==> src/rtl/lsb_rbs_pipe.sv <==
`timescale 1ns/1ps
// Four-stage pipelined 16-bit ripple-borrow subtractor, D = A - B - B_in.
// One 4-bit slice per stage, LSB slice first; borrow ripples through stage registers.
module lsb_rbs_pipe (
   input  logic        CLK,
   input  logic        RST,
   input  logic [15:0] A,
   input  logic [15:0] B,
   input  logic        B_in,
   input  logic        IN_VALID,
   output logic        IN_READY,
   output logic [15:0] D,
   output logic        B_out,
   output logic        V,
   output logic        OUT_VALID,
   input  logic        OUT_READY
);

   // Handshake: a transfer happens on any rising edge where valid & ready are both
   // high; IN_READY = !OUT_VALID | OUT_READY and never looks at IN_VALID.
   logic        en;
   logic [3:0]  vld_q, vld_d;
   logic [3:0]  nb_q, nb_d;
   logic [4:0]  sl0, sl1, sl2, sl3;

   // Skew registers: unprocessed upper operand slices, completed lower result slices.
   logic [15:4]  a0_q, a0_d, b0_q, b0_d;
   logic [3:0]   d0_q, d0_d;
   logic [15:8]  a1_q, a1_d, b1_q, b1_d;
   logic [7:0]   d1_q, d1_d;
   logic [15:12] a2_q, a2_d, b2_q, b2_d;
   logic [11:0]  d2_q, d2_d;
   logic         a3_q, a3_d, b3_q, b3_d;
   logic [15:0]  d3_q, d3_d;

   function automatic logic [4:0] sub_slice(input logic [3:0] a, input logic [3:0] b,
                                            input logic bin);
      return {1'b0, a} - {1'b0, b} - {4'b0000, bin};
   endfunction

   assign en       = !vld_q[3] | OUT_READY;
   assign IN_READY = en;

   always_comb begin
      sl0 = sub_slice(A[3:0], B[3:0], B_in);
      sl1 = sub_slice(a0_q[7:4], b0_q[7:4], nb_q[0]);
      sl2 = sub_slice(a1_q[11:8], b1_q[11:8], nb_q[1]);
      sl3 = sub_slice(a2_q[15:12], b2_q[15:12], nb_q[2]);

      vld_d = {vld_q[2:0], IN_VALID};
      nb_d  = {sl3[4], sl2[4], sl1[4], sl0[4]};

      a0_d = A[15:4];
      b0_d = B[15:4];
      d0_d = sl0[3:0];
      a1_d = a0_q[15:8];
      b1_d = b0_q[15:8];
      d1_d = {sl1[3:0], d0_q};
      a2_d = a1_q[15:12];
      b2_d = b1_q[15:12];
      d2_d = {sl2[3:0], d1_q};
      a3_d = a2_q[15];
      b3_d = b2_q[15];
      d3_d = {sl3[3:0], d2_q};
   end

   // Whole pipeline advances together; nothing moves while the output is held.
   always_ff @(posedge CLK) begin
      if (RST) begin
         vld_q <= '0;
         nb_q  <= '0;
         a0_q  <= '0;
         b0_q  <= '0;
         d0_q  <= '0;
         a1_q  <= '0;
         b1_q  <= '0;
         d1_q  <= '0;
         a2_q  <= '0;
         b2_q  <= '0;
         d2_q  <= '0;
         a3_q  <= 1'b0;
         b3_q  <= 1'b0;
         d3_q  <= '0;
      end else if (en) begin
         vld_q <= vld_d;
         nb_q  <= nb_d;
         a0_q  <= a0_d;
         b0_q  <= b0_d;
         d0_q  <= d0_d;
         a1_q  <= a1_d;
         b1_q  <= b1_d;
         d1_q  <= d1_d;
         a2_q  <= a2_d;
         b2_q  <= b2_d;
         d2_q  <= d2_d;
         a3_q  <= a3_d;
         b3_q  <= b3_d;
         d3_q  <= d3_d;
      end
   end

   assign D         = d3_q;
   assign B_out     = nb_q[3];
   assign OUT_VALID = vld_q[3];
   assign V         = (a3_q ^ b3_q) & (d3_q[15] ^ a3_q);

endmodule

==> config.mk <==
export PLATFORM = sky130hd
export DESIGN_NAME = lsb_rbs_pipe
export DESIGN_NICKNAME = d
export VERILOG_FILES = /design/src/rtl/lsb_rbs_pipe.sv
export SDC_FILE = /design/constraint.sdc
export NUM_CORES = 1
export LEC_CHECK = 0
export CORE_MARGIN = 2
export CORE_UTILIZATION = 49
export CTS_CLUSTER_DIAMETER = 200
export DETAILED_ROUTE_END_ITERATION = 7
export MAX_ROUTING_LAYER = met4
export PLACE_DENSITY = 0.78
export SLEW_MARGIN = 10
export SYNTH_ARGS = -nofsm -noshare
export SYNTH_HDL_FRONTEND = slang
export SYNTH_SLANG_ARGS = --single-unit
==> constraint.sdc <==
create_clock -name CLK -period 2 [get_ports CLK]
set_clock_uncertainty 0.05 [all_clocks]
set_input_delay 0.5 -clock CLK [delete_from_list [all_inputs] [get_ports CLK]]
set_output_delay 0.5 -clock CLK [all_outputs]
set_load 0.02 [all_outputs]
== Word level (Yosys, flattened, before mapping) ==
Index checks and enable logic that the tools add are counted.

* $add $sub $neg: 8
* Bitwise gates (word level): 4
* Reductions and logical operators: 1

{| class="wikitable"
|+ Operators with widths
! kind !! count
|-
| subtractor 4 x 4 -> 5 bit || 4
|-
| subtractor 5 x 1 -> 5 bit || 4
|-
| bitwise XOR 1 bit || 2
|-
| AND 1 bit || 1
|-
| logical NOT 1 bit || 1
|-
| OR 1 bit || 1
|}

* Register bits after elaboration: 98
* Output and inout bits: 20

== Longest topological paths before layout ==
* Depth after elaboration: 2
* Depth in mapped cells: 7
* Depth with buffers taken out: 7

== Least setup slack after synthesis ==
No wires, ideal clock.

* Path type: in2reg
* From: input B[0]
* To: register nb_q[0]
* Library setup time: 0.136 ns
* Data arrival time: 1.992 ns
* Required time: 1.814 ns
* Path slack: -0.178 ns
* Stages: 6
* Path buffers: 0
* Cells stage by stage: inv_1 > fa_1 > fa_1 > nand2b_1 > a2111oi_0 > a211oi_1

* Longest elaborated chain between the ends: 2

{| class="wikitable"
|+ Ends and longest elaborated chain
! what !! line !! text
|-
| from (decl) || 8 || <nowiki>input logic [15:0] B,</nowiki>
|-
| subtractor 4 x 4 -> 5 bit || 38 || <nowiki>return {1'b0, a} - {1'b0, b} - {4'b0000, bin};</nowiki>
|-
| subtractor 5 x 1 -> 5 bit || 38 ||
|-
| to (signal assigned) || 86 || <nowiki>nb_q <= nb_d;</nowiki>
|-
| to (decl) || 23 || <nowiki>logic [3:0] nb_q, nb_d;</nowiki>
|}

No other way between the ends.
A chain may end at the register's enable or synchronous reset.

== Final worst setup path ==
* From: register nb_q[2]
* To: register nb_q[3]

* Longest elaborated chain between the ends: 1

{| class="wikitable"
|+ Ends and longest elaborated chain
! what !! line
|-
| subtractor 5 x 1 -> 5 bit || 38
|}

No other way between the ends.

==> out/qor.txt <==
outcome: finished clean
sequential area share after synthesis: 46.0%
Avg Cell Area, Syn: 8.23 sq um
synthesized netlist cell count: 519
die area: 9480 sq um
die height: 97.3 microns
post-synthesis simple-gate area fraction: 19.7%
share of power burned in registers: 54.1%
Most Crowded Layer GR: met2
initial antenna violation count: 0
largest family of logic cells by synthesized area: simple AND/OR/NAND/NOR gates
PwrDens: 782 nW/um^2
port bufs: 56
Final ANT Viol Nets: 0
initial detailed-routing violation count: 174
multiplexer area fraction after synthesis: 0%
detailed-route via count: 3429
period utilization: 97.6%
met1 Use GR: 22.8%
Total GRT Usage: 19.0%
dpl cell area: 4890 sq um
CTS max path bufs: 2
Unique masters post-synth: 34
FF+latch count, synth: 98
Final Cell Area: 5110 sq um
Post-synth ARST share: 0%
CP dominant cell by count: fa_2
RSZ-0062 raised after global routing: true
post-synthesis adder-cell area fraction: 9.61%
I/O Pins: 57
drt wl/cell: 12.2 microns
WL final: 8270 microns
crit end category: flip-flop
root buf cell: clkbuf_8
Leakage: 2.06 nW
maximum VDD drop: 0.342 mV
global route overflow: 0
CTS tree: built
die width: 97.3 microns
Layout Nets: 631
Worst Hold Class: flip-flop to flip-flop
Clk pwr share: 30.2%
first-pass GRT wire length: 14600 microns
Routability Congestion: 0.824
Clk Latency, worst-skew pair: 0.37 ns
Worst Path Class, Setup: flip-flop to flip-flop
worst rel slew slack: 76.2%
Cell Rows: 34
Placed Cells: 663
ant diodes: 0
Fmax: 0.512 GHz
# clock sinks: 98
vias per inst: 5.05
Syn. warnings: 0
Critical Path, Cell by Cell: inv_1 -> fa_2 -> fa_2 -> nand2b_4 -> buf_4 -> a21o_1 -> a211oi_1
Gate power share: 15.7%
final setup fails: 0
critical path peak fanout: 2
Max stage delay on crit path: 0.42 ns
met2 Use GR: 32.2%
starting density of the core: 49.7%
post-DP HPWL: 5920 microns
postcts setup bufs: 0
Layout Area Growth over Synthesis: 19.8%
share of layout cells above drive strength 1: 7.53%
largest net degree at the start of global routing: 64
Mapped Area: 4270 sq um
Detailed Routing Iterations Pass 1: 4
fin crit period: 1.95 ns
NetSw: 1.11 mW
complex-gate fraction of the synthesized area: 14.9%
core area: 8590 sq um
hold buffers post-CTS: 0
CP max-delay cell: fa_2
max cap viols: 0
syn_nets: 584
GR Util met3: 3.67%
Worst-Margin Slew: 0.356 ns
Power Internal: 2.88 mW
clk slew on worst S/H paths: 0.10 ns
WP data required: 2.23 ns
xor and xnor area share after synthesis: 0.821%
total CTS buffers: 9
Finished Layout Cells: 679
CP arrival: 2.18 ns
vias in the first global route: 3302
H-tree levels: 3
Synth Flop Type: dfxtp_1
switching part of the total power: 27.9%
Post-synth EDFFs: 0
startpoint types: flip-flop
Worst R2R Setup Slack: 0.05 ns
max-slew violation count: 0
drt drc: 0
count of final hold-check violations: 0
logic make-up (layout without fill, tap and decap cells):
kind of cell               after synthesis  in the layout
adders and majority gates               28             28
buffers and inverters                   72            124
AOI/OAI and AO/OA                      112            112
xor gates and xnor gates                 4              4
DFF                                     98             98
and+or+nand+nor                        205            205
path summary, 6_finish.rpt:
path / end / cells past startpoint / from
max: nb_q[3] / 7 / nb_q[2]
min: D[8] / 2 / D[8]
max reg2reg: nb_q[3] / 7 / nb_q[2]
min reg2reg: D[8] / 2 / D[8]
what timing repair did:
item,CTS,global route
gates resized for setup,11,6
pin swaps,4,0
setup endpoints to repair,5,4
synthesized netlist by cell type, drive strengths merged (5+ instances only):
cell	count	share of area (%)
a211oi	6	1.1
nor2b	5	0.91
inv	39	3.5
o21ai	5	0.59
nand2	168	15
buf	25	4.8
fa	8	3.8
dfxtp	98	46
ha	20	5.9
nand2b	5	0.73
clkbuf	8	0.70
nor2	13	1.1
a21oi	83	9.7
cell usage in the layout, fill, tap and decap left out, types with 3 or more instances in the layout:
| master | Yosys | layout |
|---|---|---|
| ha_1 | 20 | 20 |
| o21ai_0 | 5 | 5 |
| inv_6 | 0 | 3 |
| clkbuf_8 | 0 | 9 |
| nand2_1 | 168 | 168 |
| a21o_1 | 3 | 3 |
| nand2b_1 | 5 | 3 |
| dlygate4sd2_1 | 0 | 4 |
| nor2b_1 | 4 | 4 |
| buf_12 | 0 | 4 |
| dfxtp_1 | 98 | 98 |
| a21oi_1 | 83 | 83 |
| fa_2 | 0 | 5 |
| clkdlybuf4s50_1 | 0 | 49 |
| inv_1 | 38 | 37 |
| a311oi_1 | 4 | 4 |
| fa_1 | 8 | 3 |
| xnor2_1 | 4 | 4 |
| nand3b_1 | 4 | 4 |
| a211oi_1 | 6 | 6 |
| buf_4 | 4 | 9 |
| nor2_1 | 13 | 13 |
power groups by stage:
| stage | Clock [mW] | Combinational, mW | Sequential [mW] |
|---|---|---|---|
| finish | 1.21 | 0.628 | 2.16 |
| global route | 1.33 | 0.706 | 2.18 |
| CTS | 1.23 | 0.630 | 2.16 |
| detailed placement | 0 | 0.616 | 2.21 |
| global placement | 0 | 0.590 | 2.20 |
| floorplan | 0 | 0.356 | 2.22 |
stage by stage:
| stage | util, % | power, mW | setup WS [ns] | setup TNS [ns] | hold slack, ns |
|---|---|---|---|---|---|
| after global placement | 56.9 | 2.79 | -0.492 | -11.41 | 0.389 |
| after global routing | 59.5 | 4.21 | -0.0172 | -0.0172 | 0.421 |
| after CTS | 59.3 | 4.02 | 0.00379 | 0 | 0.407 |
| after detailed placement | 56.9 | 2.82 | -0.567 | -12.47 | 0.394 |
| final | 59.5 | 4.00 | 0.0484 | 0 | 0.405 |
| after floorplan | - | 2.58 | 0.00490 | 0 | 0.382 |
state kept, by name, summed over array words and instances, names as in the netlist:
name	count
a1_q	8
a0_q	12
b0_q	12
vld_q	4
D	16
d0_q	4
b2_q	4
a3_q	1
nb_q	4
b1_q	8
b3_q	1
d2_q	12
a2_q	4
d1_q	8
critical path, delay by kind of cell, from the launching register on:
family | cells | cell delay (ns)
compound gates | 2 | 0.35
simple gates | 1 | 0.16
flops | 1 | 0.34
fa+ha+maj | 2 | 0.77
buf+inv | 2 | 0.19
layer usage:
metal	share of wire, %	vias up	wire (microns)
li1	-	1762	-
met2	51	60	4230
met4	1.4	0	117
met1	44	1595	3630
met3	3.6	12	299
met5	0	-	0
final cells by class:
cell class / count / area (sq um)
clock inverters: 7 / 58.8
multi-input cells: 349 / 1990
fillers: 762 / 3480
inverters: 39 / 149
clock buffers: 9 / 124
well taps: 108 / 135
repair buffers: 69 / 696
flip-flops and latches: 98 / 1960
Power figures use the tool's default switching activity.
